**src/rtl/pipe_stage_skid.sv**
```systemverilog
// Pipeline stage register with valid/ready handshake and a 2-entry skid buffer.
// Define PIPE_SKID_STATS_EN to add the saturating stall/transfer counters.
module pipe_stage_skid #(
   parameter int               WIDTH      = 144,
   parameter logic [WIDTH-1:0] BUBBLE_VAL = {4'd1, {(WIDTH-4){1'b0}}},
   parameter int               CNT_W      = 16
) (
   input  logic             clk_i,
   input  logic             rst_i,
   input  logic             flush_i,
   input  logic             in_valid_i,
   output logic             in_ready_o,
   input  logic [WIDTH-1:0] in_data_i,
   output logic             out_valid_o,
   input  logic             out_ready_i,
   output logic [WIDTH-1:0] out_data_o
`ifdef PIPE_SKID_STATS_EN
   ,
   output logic [CNT_W-1:0] stall_cnt_o,
   output logic [CNT_W-1:0] xfer_cnt_o
`endif
);

   // Encoding is {skid_vld, main_vld}; 2'b10 is unreachable and recovers to EMPTY.
   typedef enum logic [1:0] {
      EMPTY = 2'b00,
      ONE   = 2'b01,
      FULL  = 2'b11
   } state_t;

   state_t           state;
   state_t           state_nxt;
   logic [WIDTH-1:0] main_q;
   logic [WIDTH-1:0] skid_q;
   logic             main_vld;
   logic             skid_vld;
   logic             acc;
   logic             dlv;
   logic             load_main;
   logic             main_from_skid;
   logic             load_skid;

   assign acc = in_valid_i & in_ready_o;
   assign dlv = out_valid_o & out_ready_i;

   always_ff @(posedge clk_i) begin
      if (rst_i) begin
         state <= EMPTY;
      end else begin
         state <= state_nxt;
      end
   end

   always_comb begin
      state_nxt      = state;
      load_main      = 1'b0;
      main_from_skid = 1'b0;
      load_skid      = 1'b0;
      if (flush_i) begin
         state_nxt = EMPTY;
      end else begin
         case (state)
            EMPTY: begin
               if (acc) begin
                  state_nxt = ONE;
                  load_main = 1'b1;
               end
            end
            ONE: begin
               if (acc && dlv) begin
                  load_main = 1'b1;
               end else if (acc) begin
                  state_nxt = FULL;
                  load_skid = 1'b1;
               end else if (dlv) begin
                  state_nxt = EMPTY;
               end
            end
            FULL: begin
               if (dlv) begin
                  state_nxt      = ONE;
                  main_from_skid = 1'b1;
               end
            end
            default: state_nxt = EMPTY;
         endcase
      end
   end

   always_comb begin
      main_vld    = (state == ONE) || (state == FULL);
      skid_vld    = (state == FULL);
      in_ready_o  = ~skid_vld;
      out_valid_o = main_vld;
      out_data_o  = main_vld ? main_q : BUBBLE_VAL;
   end

   // Payload registers carry no reset; the state alone decides what is valid.
   always_ff @(posedge clk_i) begin
      if (load_main) begin
         main_q <= in_data_i;
      end else if (main_from_skid) begin
         main_q <= skid_q;
      end
      if (load_skid) begin
         skid_q <= in_data_i;
      end
   end

`ifdef PIPE_SKID_STATS_EN
   function automatic logic [CNT_W-1:0] sat_inc(input logic [CNT_W-1:0] v);
      return (&v) ? v : v + CNT_W'(1);
   endfunction

   logic [CNT_W-1:0] stall_q;
   logic [CNT_W-1:0] xfer_q;

   // Counters survive flush; only reset clears them.
   always_ff @(posedge clk_i) begin
      if (rst_i) begin
         stall_q <= '0;
         xfer_q  <= '0;
      end else begin
         if (out_valid_o && !out_ready_i) begin
            stall_q <= sat_inc(stall_q);
         end
         if (dlv) begin
            xfer_q <= sat_inc(xfer_q);
         end
      end
   end

   assign stall_cnt_o = stall_q;
   assign xfer_cnt_o  = xfer_q;
`endif

endmodule
```
**config.mk**
```make
export PLATFORM = sky130hd
export DESIGN_NAME = pipe_stage_skid
export DESIGN_NICKNAME = d
export VERILOG_FILES = /design/src/rtl/pipe_stage_skid.sv
export SDC_FILE = /design/constraint.sdc
export NUM_CORES = 1
export LEC_CHECK = 0
export ABC_CLOCK_PERIOD_IN_PS = 17600
export BUFFER_PORTS_ARGS = -buffer_cell sky130_fd_sc_hd__buf_2
export CORE_ASPECT_RATIO = 0.7
export CORE_UTILIZATION = 40
export DETAILED_ROUTE_END_ITERATION = 8
export GPL_ROUTABILITY_DRIVEN = 1
export GPL_TIMING_DRIVEN = 0
export PLACE_DENSITY = 0.67
export SETUP_SLACK_MARGIN = 0.3
export SLEW_MARGIN = 0
export SYNTH_ARGS = -nofsm -noshare
export SYNTH_HDL_FRONTEND = slang
export SYNTH_SLANG_ARGS = --single-unit
```
**constraint.sdc**
```tcl
create_clock -name clk_i -period 17.6 [get_ports clk_i]
set_input_delay 3.52 -clock clk_i [delete_from_list [all_inputs] [get_ports clk_i]]
set_output_delay 3.52 -clock clk_i [all_outputs]
set_load 0.02 [all_outputs]
```
==> run_results.csv <==
group,metric,value,unit
status,status,"finished clean",
clock_network,cts_made_buffers,29,
global_routing,busiest_layer,"met2",
global_routing,antenna_found_initial,4,
global_routing,grt_max_degree,33,
final_layout,area.sequential,8690,sq um
sta,min_period,6.41,ns
synth,syn_avg_cell_area,18.6,sq um
global_routing,grt_pass1_wl,38500,microns
sta,fin_skew,0.0204,ns
place,dpl_cell_area,14000,sq um
sta,worst_pin_slew,0.919,ns
power_and_ir_drop,ir_drop,0.0000895,V
clock_network,clockRootBuffer,"clkbuf_16",
min_path,hold_depth,2,
floorplan,die_w,207,microns
floorplan,die-area,30200,sq um
worst_setup_path,crit_path_start_kind,"register",
worst_setup_path,reg2reg_depth,9,
worst_setup_path,r2r_start,"state[0]",
global_routing,gr-usage-met3,6.19,%
sta,whs,0.515,ns
sta,finalSetupViolCount,0,
drt,vias,6489,
sta,rsz0062_at_grt,"no",
final_layout,fin_area,15000,sq um
worst_setup_path,timing.rr.end,"main_q[69]",
synth,yosys_warnings,0,
worst_setup_path,cp.arrival,2.89,ns
final_layout,fill_cells,2439,
clock_network,cts_tree,"done",
worst_setup_path,path_class,"register to primary output",
power_and_ir_drop,power.total,1.55,mW
synth,ys_ff_latch,290,
worst_setup_path,rrSetupSlack,14.74,ns
place,dp_hpwl,17800,microns
synth,syn-cell-area,11800,sq um
clock_network,cts.hold.buffers_added,0,
drt,viasPerCell,4.70,
sta,drv_slew,0,
final_layout,most-common-layout-cells,"294 x buf_2, 288 x edfxtp_1, 143 x and2_1",
drt,routedWlPerCell,18.0,microns
final_layout,final_common_cell,"buf_2",
sta,fmax,0.156,GHz
floorplan,rows,52,
drt,wl,24800,microns
clock_network,h-tree-depth,1,
worst_setup_path,startpoint,"state[1]",
clock_network,cts_setup_buffers,0,
drt,firstDrtPassIters,4,
synth,ys.flop_type,"edfxtp_1",
synth,synthDistinctLibCells,28,
synth,synth_edf_count,288,
final_layout,multi_input_area,2910,sq um
final_layout,nets,1133,
worst_setup_path,crit_path_end_kind,"primary output",
clock_network,clk_latency,0.55,ns
final_layout,drive_gt1_share,52.2,%
power_and_ir_drop,p_leak,5.92,nW
final_layout,syn2layout_area_growth,26.5,%
clock_network,clkTransAtPathRegs,0.06,ns
synth,async_reset_ff_share,0,%
global_routing,track_usage,16.4,%
power_and_ir_drop,p_per_area,104,nW/um^2
floorplan,io_pins,295,
sta,totalNegativeSetupSlack,0,ns
global_routing,grt_pass1_vias,6697,
place,io_buffers,294,
run,maxCapViolCount,0,
floorplan,coreArea,29000,sq um
place,globalplace.congestion,0.751,
global_routing,grtUsageMet2,25.1,%
global_routing,grt-ovfl-total,0,
synth,postSynthCellCount,636,
min_path,hold_end,"state[0]",
drt,drc,0,
sta,slew_headroom,38.8,%
worst_setup_path,required,14.08,ns
drt,ant_nets,0,
global_routing,grt_util_met1,21.9,%
floorplan,die-height,146,microns
sta,period_share,36.4,%
synth,synth_nets,789,
min_path,holdCritStartpoint,"state[0]",
synth,seq_area_frac_synth,73.5,%
min_path,hold_class,"register to register",
clock_network,ctsLongestPathBuffers,3,
drt,drtIter0Drc,245,
worst_setup_path,path_max_fanout,10,
clock_network,clock_sinks,290,
floorplan,start_util,40.8,%
clock_network,cts_resized,0,
sta,hold_viol_final,0,
kinds of logic (layout without fill, tap and decap cells):
kind of cell    count (synthesis)  count (layout)  synth area share [%]
flops                         290             290                  73.5
fa+ha+maj                       4               4                 0.423
mux                           145             145                  15.4
other cells                     0               1                     0
simple gates                  156             156                  8.29
compound gates                  6               6                 0.445
buf+inv                        35             401                  1.97
worst max-delay path, stage by stage (launching register included):
cell	delay, ns
dfxtp_1	0.38
ha_1	0.29
or2_2	0.16
clkbuf_1	0.69
clkbuf_1	0.41
and2_1	0.23
buf_2	0.18
synth_stat cells, drive strengths merged (2+ instances only):
library cell | n | area [sq um]
and2 | 143 | 895
buf | 16 | 161
clkbuf | 16 | 60.1
dfxtp | 2 | 40.0
edfxtp | 288 | 8650
ha | 4 | 50.1
inv | 3 | 11.3
mux2 | 144 | 1810
nand2 | 2 | 7.51
nand2b | 2 | 12.5
nor2b | 2 | 12.5
nor3b | 2 | 20.0
stage by stage:
| stage | std cells | worst slack, ns | util [%] |
|---|---|---|---|
| after global routing | 1380 | 10.91 | 51.6 |
| after floorplan | 636 | 3.33 | - |
| after global placement | 1308 | -2.40 | 47.5 |
| after detailed placement | 1327 | 11.62 | 48.5 |
| after CTS | 1380 | 11.05 | 51.6 |
| final | 1381 | 11.19 | 51.6 |
how the worst max path moves through the flow:
stage	cells past startpoint	to	slack [ns]
global placement	3	skid_q[67]	-2.40
CTS	6	out_data_o[13]	11.05
detailed placement	9	main_q[63]	11.62
finish	6	out_data_o[13]	11.19
global route	6	out_data_o[29]	10.91
floorplan	1	skid_q[0]	3.33
power breakdown:
group,total [mW],internal [mW],switching [mW]
sequential,0.793,0.788,0.00487
combinational,0.164,0.0722,0.0920
clock,0.595,0.333,0.262
total,1.55,1.19,0.359
cell type report:
| type | count | share of cell area, % |
|---|---|---|
| tap | 378 | 3.16 |
| clock buffer | 33 | 4.95 |
| antenna | 1 | 0.0167 |
| timing repair buffer | 313 | 11.6 |
| buffer | 32 | 1.48 |
| multi-input combinational | 311 | 19.5 |
| clock inverter | 20 | 1.12 |
| inverter | 3 | 0.0753 |
| sequential | 290 | 58.1 |
state kept, by name (all words and copies together) (netlist names):
name and count:
main_q 144, skid_q 144, state 2
per-layer routing:
| layer | vias up | routed length, microns |
|---|---|---|
| met5 | - | 22 |
| met4 | 4 | 633 |
| met3 | 43 | 2260 |
| met2 | 242 | 11000 |
| met1 | 3125 | 11000 |
| li1 | 3075 | - |
No activity file was read; power rests on OpenSTA's default activity.
